===== src/rtl/async_fifo_wr_arbiter_if.sv =====
// Write-side bundle between NUM_REQ requesters and the async FIFO write port.
// master: arbiter side (takes requests, drives FIFO); slave: requesters + FIFO.
interface async_fifo_wr_arbiter_if #(
    parameter int NUM_REQ    = 4,
    parameter int DATA_WIDTH = 8,
    parameter int ID_WIDTH   = $clog2(NUM_REQ)
);
    logic [NUM_REQ-1:0]            i_req_valid;
    logic [NUM_REQ-1:0]            i_req_last;
    logic [NUM_REQ*DATA_WIDTH-1:0] i_req_data;
    logic [NUM_REQ-1:0]            o_req_ready;
    logic                          i_fifo_full;
    logic                          o_fifo_wren;
    logic [ID_WIDTH+DATA_WIDTH-1:0] o_fifo_wdata;

    modport master (
        input  i_req_valid,
        input  i_req_last,
        input  i_req_data,
        input  i_fifo_full,
        output o_req_ready,
        output o_fifo_wren,
        output o_fifo_wdata
    );

    modport slave (
        output i_req_valid,
        output i_req_last,
        output i_req_data,
        output i_fifo_full,
        input  o_req_ready,
        input  o_fifo_wren,
        input  o_fifo_wdata
    );
endinterface


===== src/rtl/async_fifo_wr_arbiter.sv =====
// Round-robin burst arbiter sharing the async FIFO write port (i_wrclk domain).
// Ports: i_wrclk, i_wrst_n, bus (requests + FIFO port), o_grant, o_busy, o_beat_cnt.
module async_fifo_wr_arbiter #(
    parameter int NUM_REQ    = 4,
    parameter int DATA_WIDTH = 8,
    parameter int MAX_BURST  = 16,
    parameter int ID_WIDTH   = $clog2(NUM_REQ)
) (
    input  logic                             i_wrclk,
    input  logic                             i_wrst_n,
    async_fifo_wr_arbiter_if.master          bus,
    output logic [NUM_REQ-1:0]               o_grant,
    output logic                             o_busy,
    output logic [$clog2(MAX_BURST):0]       o_beat_cnt
);
    localparam int CNT_WIDTH = $clog2(MAX_BURST) + 1;

    typedef enum logic {
        ST_IDLE  = 1'b0,
        ST_BURST = 1'b1
    } state_e;

    state_e                 state_q, state_d;
    logic [NUM_REQ-1:0]     gnt_q, gnt_d;
    logic [ID_WIDTH-1:0]    idx_q, idx_d;
    logic [ID_WIDTH-1:0]    last_q, last_d;
    logic [CNT_WIDTH-1:0]   cnt_q, cnt_d;

    logic                   win_found;
    logic [ID_WIDTH-1:0]    win_idx;
    logic                   sel_valid;
    logic                   sel_last;
    logic [DATA_WIDTH-1:0]  sel_data;
    logic                   xfer;
    logic [CNT_WIDTH-1:0]   cnt_inc;

    // Search starts just after the previous winner; first valid wins.
    always_comb begin
        int cand;
        logic [ID_WIDTH-1:0] cand_idx;
        win_found = 1'b0;
        win_idx   = '0;
        cand      = 0;
        cand_idx  = '0;
        for (int i = 1; i <= NUM_REQ; i++) begin
            cand     = (int'(last_q) + i) % NUM_REQ;
            cand_idx = ID_WIDTH'(cand);
            if (!win_found && bus.i_req_valid[cand_idx]) begin
                win_found = 1'b1;
                win_idx   = cand_idx;
            end
        end
    end

    // Mux out the granted requester's signals.
    always_comb begin
        sel_valid = 1'b0;
        sel_last  = 1'b0;
        sel_data  = '0;
        for (int k = 0; k < NUM_REQ; k++) begin
            if (ID_WIDTH'(k) == idx_q) begin
                sel_valid = bus.i_req_valid[k];
                sel_last  = bus.i_req_last[k];
                sel_data  = bus.i_req_data[k*DATA_WIDTH +: DATA_WIDTH];
            end
        end
    end

    assign xfer    = (state_q == ST_BURST) && sel_valid && !bus.i_fifo_full;
    assign cnt_inc = cnt_q + CNT_WIDTH'(1);

    always_ff @(posedge i_wrclk or negedge i_wrst_n) begin
        if (!i_wrst_n) begin
            state_q <= ST_IDLE;
            gnt_q   <= '0;
            idx_q   <= '0;
            last_q  <= ID_WIDTH'(NUM_REQ - 1);
            cnt_q   <= '0;
        end else begin
            state_q <= state_d;
            gnt_q   <= gnt_d;
            idx_q   <= idx_d;
            last_q  <= last_d;
            cnt_q   <= cnt_d;
        end
    end

    always_comb begin
        state_d = state_q;
        gnt_d   = gnt_q;
        idx_d   = idx_q;
        last_d  = last_q;
        cnt_d   = cnt_q;
        unique case (state_q)
            ST_IDLE: begin
                if (win_found) begin
                    state_d = ST_BURST;
                    idx_d   = win_idx;
                    gnt_d   = NUM_REQ'(1) << win_idx;
                    cnt_d   = '0;
                end
            end
            ST_BURST: begin
                if (xfer) begin
                    cnt_d = cnt_inc;
                    // Truncate at MAX_BURST so others get a turn.
                    if (sel_last || cnt_inc == CNT_WIDTH'(MAX_BURST)) begin
                        state_d = ST_IDLE;
                        gnt_d   = '0;
                        last_d  = idx_q;
                    end
                end
            end
            default: ;
        endcase
    end

    // Ready/wren are combinational in full so the FIFO never sees wren while full.
    always_comb begin
        o_busy           = (state_q == ST_BURST);
        o_grant          = gnt_q;
        o_beat_cnt       = cnt_q;
        bus.o_req_ready  = '0;
        bus.o_fifo_wren  = 1'b0;
        bus.o_fifo_wdata = {idx_q, sel_data};
        if (state_q == ST_BURST && !bus.i_fifo_full) begin
            bus.o_req_ready = gnt_q;
            bus.o_fifo_wren = sel_valid;
        end
    end
endmodule


===== src/flat_wrapper.sv =====
// flat-port wrapper written by rule: the top's interface ports become plain ports
module async_fifo_wr_arbiter_flat 
#(
    parameter int NUM_REQ    = 4,
    parameter int DATA_WIDTH = 8,
    parameter int MAX_BURST  = 16,
    parameter int ID_WIDTH   = $clog2(NUM_REQ)
)
  (i_wrclk, i_wrst_n, o_grant, o_busy, o_beat_cnt, bus_i_req_valid, bus_i_req_last, bus_i_req_data, bus_i_fifo_full, bus_o_req_ready, bus_o_fifo_wren, bus_o_fifo_wdata);
  async_fifo_wr_arbiter_if #(.NUM_REQ(NUM_REQ), .DATA_WIDTH(DATA_WIDTH), .ID_WIDTH(ID_WIDTH)) bus_i ();
  input  logic i_wrclk;
  input  logic i_wrst_n;
  output logic [NUM_REQ-1:0] o_grant;
  output logic o_busy;
  output logic [$clog2(MAX_BURST):0] o_beat_cnt;
  input wire logic [$bits(bus_i.i_req_valid)-1:0] bus_i_req_valid;
  input wire logic [$bits(bus_i.i_req_last)-1:0] bus_i_req_last;
  input wire logic [$bits(bus_i.i_req_data)-1:0] bus_i_req_data;
  input wire logic [$bits(bus_i.i_fifo_full)-1:0] bus_i_fifo_full;
  output wire logic [$bits(bus_i.o_req_ready)-1:0] bus_o_req_ready;
  output wire logic [$bits(bus_i.o_fifo_wren)-1:0] bus_o_fifo_wren;
  output wire logic [$bits(bus_i.o_fifo_wdata)-1:0] bus_o_fifo_wdata;
  assign bus_i.i_req_valid = bus_i_req_valid;
  assign bus_i.i_req_last = bus_i_req_last;
  assign bus_i.i_req_data = bus_i_req_data;
  assign bus_i.i_fifo_full = bus_i_fifo_full;
  assign bus_o_req_ready = bus_i.o_req_ready;
  assign bus_o_fifo_wren = bus_i.o_fifo_wren;
  assign bus_o_fifo_wdata = bus_i.o_fifo_wdata;
  async_fifo_wr_arbiter #(.NUM_REQ(NUM_REQ), .DATA_WIDTH(DATA_WIDTH), .MAX_BURST(MAX_BURST), .ID_WIDTH(ID_WIDTH)) u_core (.i_wrclk(i_wrclk), .i_wrst_n(i_wrst_n), .bus(bus_i), .o_grant(o_grant), .o_busy(o_busy), .o_beat_cnt(o_beat_cnt));
endmodule

===== config.mk =====
export PLATFORM = sky130hd
export DESIGN_NAME = async_fifo_wr_arbiter_flat
export DESIGN_NICKNAME = d
export VERILOG_FILES = /design/src/rtl/async_fifo_wr_arbiter_if.sv /design/src/rtl/async_fifo_wr_arbiter.sv /design/src/flat_wrapper.sv
export SDC_FILE = /design/constraint.sdc
export NUM_CORES = 1
export LEC_CHECK = 0
export CORE_ASPECT_RATIO = 1.75
export CORE_MARGIN = 8
export CORE_UTILIZATION = 32
export CTS_CLUSTER_DIAMETER = 80
export DETAILED_ROUTE_END_ITERATION = 12
export PLACE_DENSITY = 0.76
export SLEW_MARGIN = 20
export SYNTH_ARGS = -nofsm -noshare
export SYNTH_HDL_FRONTEND = slang
export SYNTH_SLANG_ARGS = --single-unit

===== constraint.sdc =====
create_clock -name i_wrclk -period 1.5 [get_ports i_wrclk]
set_clock_uncertainty 0.15 [all_clocks]
set_input_delay 0.225 -clock i_wrclk [delete_from_list [all_inputs] [get_ports i_wrclk]]
set_output_delay 0.225 -clock i_wrclk [all_outputs]
set_load 0.005 [all_outputs]

; ---- Word level (Yosys, flattened, before mapping)
; Cells that the tools add are included.
[classes]
magnitude_cmp = 4
n_reduce_logical = 16
shift = 1
bitwise = 1
addsub = 5
eq_ne = 7
n_mux = 41
[ops]
columns = cell, n
row1 = 8-bit two-way mux, 4
row2 = 1-bit two-way mux, 20
row3 = 4-bit two-way mux, 4
row4 = 2-bit by 3-bit < comparator with 1-bit output (second input constant), 4
row5 = 5-bit two-way mux, 2
row6 = 5-bit case mux with 2 select lines, 1
row7 = 1-bit binary-select mux with 2-bit select, 4
row8 = 2-bit two-way mux, 4
row9 = 4-bit case mux with 2 select lines, 1
row10 = 1-bit logical AND, 6
row11 = 3-bit AND reduction, 2
row12 = 5-bit by 1-bit adder with 5-bit output (second input constant), 1
row13 = 5-bit == test (second input constant), 1
row14 = 2-bit by 1-bit adder with 2-bit output (second input constant), 2
row15 = 2-bit adder (second input constant), 2
row16 = 2-bit == test (first input constant), 2
row17 = 1-bit zero test, 4
row18 = 2-bit != test (second input constant), 2
row19 = 2-bit AND reduction, 2
row20 = 1-bit by 2-bit left shift with 4-bit output (first input constant), 1
row21 = 1-bit by 2-bit == test with 1-bit output (first input constant), 1
row22 = 2-bit zero test, 1
row23 = 2-bit by 1-bit != test with 1-bit output (second input constant), 1
row24 = 1-bit case mux with 2 select lines, 1
row25 = other kinds (2), 2
[totals]
output_inout_bits = 25
register_bits = 14

; ---- Logic depth before layout (Yosys ltp)
[logic_depth]
depth_word = 16
mapped_depth = 6
ltp_nobuf = 5

; ---- Least setup slack after synthesis
; No wires, ideal clock.
[synth_timing]
path_type = reg2reg
startpoint = register u_core.idx_q[1]
endpoint = register u_core.last_q[1]
required_ns = 1.268
t_arrival_ns = 1.467
setup_ns = 0.082
stages_incl_launch_ff = 5
period_less_slack_ns = 1.700
slack_ns = -0.200
path_cell_list = dfrtp_1 -> mux4_2 -> nand2_2 -> o21bai_4 -> mux2_4
[synth_via]
elab_chain_len = 8
elab_cells_between_ends = 16
classes_between = eq/ne (3) / mux (8) / reduce/logical (5)
[synth_rtl]
columns = item, line_no
row1 = from (decl), async_fifo_wr_arbiter.sv:25  ; logic [ID_WIDTH-1:0] idx_q, idx_d;
row2 = from (signal assigned), async_fifo_wr_arbiter.sv:82  ; idx_q <= idx_d;
row3 = 2-bit zero test, async_fifo_wr_arbiter.sv:61  ; if (ID_WIDTH'(k) == idx_q) begin
row4 = 1-bit two-way mux (4 in series), async_fifo_wr_arbiter.sv:61
row5 = 1-bit logical AND (2 in series), async_fifo_wr_arbiter.sv:69  ; assign xfer = (state_q == ST_BURST) && sel_valid && !bus.i_fifo_full;
row6 = 3-bit AND reduction (no line), --
row7 = to (signal assigned), async_fifo_wr_arbiter.sv:77  ; last_q <= ID_WIDTH'(NUM_REQ - 1);
row8 = to (signal assigned), async_fifo_wr_arbiter.sv:83  ; last_q <= last_d;
row9 = to (decl), async_fifo_wr_arbiter.sv:26  ; logic [ID_WIDTH-1:0] last_q, last_d;
; Several ways; a longest one is shown, not always the timed one.
; A chain may end at the register's enable or synchronous reset.

; ---- Final worst setup path
; Ends and elaborated chain as after synthesis.

==> results.md <==
- Run status: finished, violations left
- Violations in the final reports: setup timing
- Hold violation count in the final report: 0
- Total wirelength of the detailed-routed design: 4720 um
- Critical-path cell with the highest stage delay: sky130_fd_sc_hd__mux4_2
- Crit-path max cell delay: 0.56 ns
- Critical path required time: 1.53 ns
- Start-to-end type of the worst setup path: reg2reg
- Number of synthesized flops with an enable pin: 0
- Number of antenna repair diodes: 0
- Total of warnings raised by yosys: 0
- Aggregate global routing overflow: 0
- DR DRC count: 0
- Final Max Slew Viols: 0
- Cell count after synthesis: 89
- Die Width: 58.5 um
- Logic depth of the worst setup path including buffers: 6
- Final period util: 1.28
- Layout-stage area growth over the synthesis result: 123%
- Setup crit start kind: flip-flop
- Yosys top cell by area: sky130_fd_sc_hd__dfrtp_1
- Category of the worst setup path capture point: flip-flop
- Total via count in the routed design: 1239
- First-pass iteration count of the detailed router: 4
- Startpoint of the most critical setup path: u_core.idx_q[1]
- NumNets Final: 248
- Launch instance of the worst register-to-register path: u_core.idx_q[1]
- Crit path cell chain: mux4_2 -> nand2_4 -> buf_6 -> buf_6 -> o21bai_4 -> mux2_4
- Post-layout instance area: 2260 um^2
- Final worst-path setup slack: -0.426 ns
- Clock period minus worst slack: 1.93 ns
- Boundary Pins: 68
- Largest net degree at the start of global routing: 15
- DR iter-0 viols: 33
- Most common cell after layout, fill and taps aside: sky130_fd_sc_hd__clkdlybuf4s50_1
- Top cell family by delay on the critical path: multiplexers
- Post-detailed-route count of antenna-violating nets: 0
- Internal reg-to-reg setup slack: -0.43 ns
- Setup repair after global routing missed its margin: yes
- Worst rel slew slack: 0.823
- Sequential area share after synthesis: 0.348
- Worst Setup EP: u_core.last_q[1]
- Fraction of final layout cells sized beyond drive strength 1: 0.522
- Clock buffer depth: 2
- Final Core Density: 0.735
- Dominant cell type by count on the critical path: sky130_fd_sc_hd__buf_6
- Clock network latency to the later pin of the worst-skew pair: 0.25 ns
- Initial antenna violation count: 0
- Number of failing setup endpoints in the final timing report: 25
- Global-route wire length before repair: 7400 um
- Async SR Flop Fraction: 1.00
- Number of cells on the worst reg-to-reg path: 6
- Wire length per cell after detailed routing: 19.2 um
- Core region area: 3070 um^2
- Cell Area, Synth: 1010 um^2
- Mean Syn Cell Area: 11.4 um^2
- Total number of placement rows: 27
- Floorplan die area: 5290 um^2
- Effective utilization at floorplan: 0.330
- Via count of the first global-routing pass: 1449
- Worst-case hold slack: 0.151 ns
- Aggregate global-route resource usage: 0.180
- Via-per-instance ratio: 5.04
- TritonCTS clock tree: yes
- CTS Buf Count: 3
- Largest fanout on the critical path: 5
- Placer Congestion: 0.851
- Number of levels in the clock H-tree: 1
- CTS clock-pin slew for the worst setup and hold paths: 0.06 ns
- Static Leakage: 1.07 nW
- Transition time of the tightest slew-check pin: 0.263 ns
- Data arrival time at the worst-slack endpoint: 1.95 ns
- Reg2Reg Capture Point: u_core.last_q[1]
- Unique masters post-synth: 33
- Commonest cells after routing, fill and taps aside: sky130_fd_sc_hd__clkdlybuf4s50_1, sky130_fd_sc_hd__buf_4, sky130_fd_sc_hd__buf_6
- Synth Net Count: 133
- Cell types with the largest area share after synthesis: sky130_fd_sc_hd__dfrtp_1, sky130_fd_sc_hd__mux4_2, sky130_fd_sc_hd__mux4_1
- Estimated wirelength of the detail-placed design: 3230 um
- Hold Path Class: in2async
- Root buf cell: sky130_fd_sc_hd__clkbuf_8
- Maximum Capacitance Violations: 0
- #FFs+latches synth: 14
- PD cells: 1600 nW/um^2
- Buffers on Ports: 67
- Share of Yosys cell area claimed by the top area cell type: 0.296
- Worst ir drop on vdd: 844 uV
- Number of inserted filler cells in the final layout: 205
- Combined buffer and inverter count along the critical path: 2
- Clock Sink Count: 14
- Maximum achievable frequency: 519 MHz
- Die H: 90.4 um
- Instance area at placement: 1900 um^2
- Most used flip-flop cell after synthesis: sky130_fd_sc_hd__dfrtp_1
what timing repair did:
action,CTS,global route
setup buffers,23,4
pin swaps,11,6
setup endpoints to repair,39,31
hold buffers,0,0
resized for setup,122,23
endpoints found under the hold margin,0,0
through the flow:
| stage | TNS (ns) | total power, mW | setup WS [ns] | std cells |
|---|---|---|---|---|
| 3_5_place_dp | -14.41 | 2.63 | -0.658 | 220 |
| 6_report | -7.07 | 3.61 | -0.426 | 246 |
| 3_3_place_gp | -13.72 | 2.57 | -0.655 | 220 |
| 4_1_cts | -7.19 | 3.44 | -0.403 | 246 |
| 5_1_grt | -8.48 | 3.84 | -0.476 | 246 |
| 2_1_floorplan | -0.806 | 1.53 | -0.189 | 89 |
state kept, by name, indices dropped and copies added, names as in the netlist:
signal and flops:
u_core.idx_q 2, u_core.o_busy 1, u_core.last_q 2, u_core.o_grant 4, u_core.o_beat_cnt 5
worst min path at each step:
stage                           startpoint                    to  slack (ns)  cells after the start
final                             i_wrst_n  u_core.o_beat_cnt[3]        0.15                      2
after global routing              i_wrst_n     u_core.o_grant[0]        0.16                      2
after CTS                         i_wrst_n     u_core.o_grant[0]        0.14                      2
after detailed placement  u_core.last_q[0]      u_core.last_q[0]        0.37                      2
after global placement    u_core.last_q[0]      u_core.last_q[0]        0.35                      2
after floorplan                   i_wrst_n       u_core.idx_q[0]       -0.22                      0
power by group:
group,switching (mW),internal (mW)
combinational,0.964,1.60
clock,0.135,0.188
sequential,0.160,0.553
total,1.26,2.35
kinds of logic after synthesis:
kind of cell / synth area share
flip-flops: 0.348
buffers and inverters: 0.0556
adder cells (fa/ha/maj): 0.0123
multiplexers: 0.272
XOR/XNOR: 0.0173
AND/OR/NAND/NOR: 0.141
AO/OA/AOI/OAI: 0.154
cell usage after synthesis (2+ instances only):
library cell and n:
sky130_fd_sc_hd__dfrtp_1 12, sky130_fd_sc_hd__o21ai_0 8, sky130_fd_sc_hd__inv_1 7, sky130_fd_sc_hd__mux4_2 6
sky130_fd_sc_hd__nand3_1 6, sky130_fd_sc_hd__a21oi_1 4, sky130_fd_sc_hd__a32o_1 4, sky130_fd_sc_hd__and2_1 4
sky130_fd_sc_hd__mux4_1 4, sky130_fd_sc_hd__buf_2 3, sky130_fd_sc_hd__nand2_1 3, sky130_fd_sc_hd__dfstp_2 2
sky130_fd_sc_hd__mux2i_1 2, sky130_fd_sc_hd__nor2_1 2, sky130_fd_sc_hd__nor2b_1 2, sky130_fd_sc_hd__nor3b_1 2
sky130_fd_sc_hd__xor2_1 2
cell type report:
class,count,area (um^2),area share
Clock buffer,4,45.0,0.0199
Multi-Input combinational cell,63,706,0.312
Inverter,7,26.3,0.0116
Tap cell,43,53.8,0.0238
Timing Repair Buffer,115,1070,0.475
Sequential cell,14,354,0.157
per-layer routing:
| layer | vias up | GRT usage | wire [um] |
|---|---|---|---|
| met1 | 594 | 0.188 | 1780 |
| met2 | 71 | 0.318 | 2400 |
| met4 | 0 | 0.0638 | 106 |
| met3 | 9 | 0.0571 | 431 |
| li1 | 565 | - | - |
| met5 | - | 0 | 0 |
(Power assumes the default switching activity.)
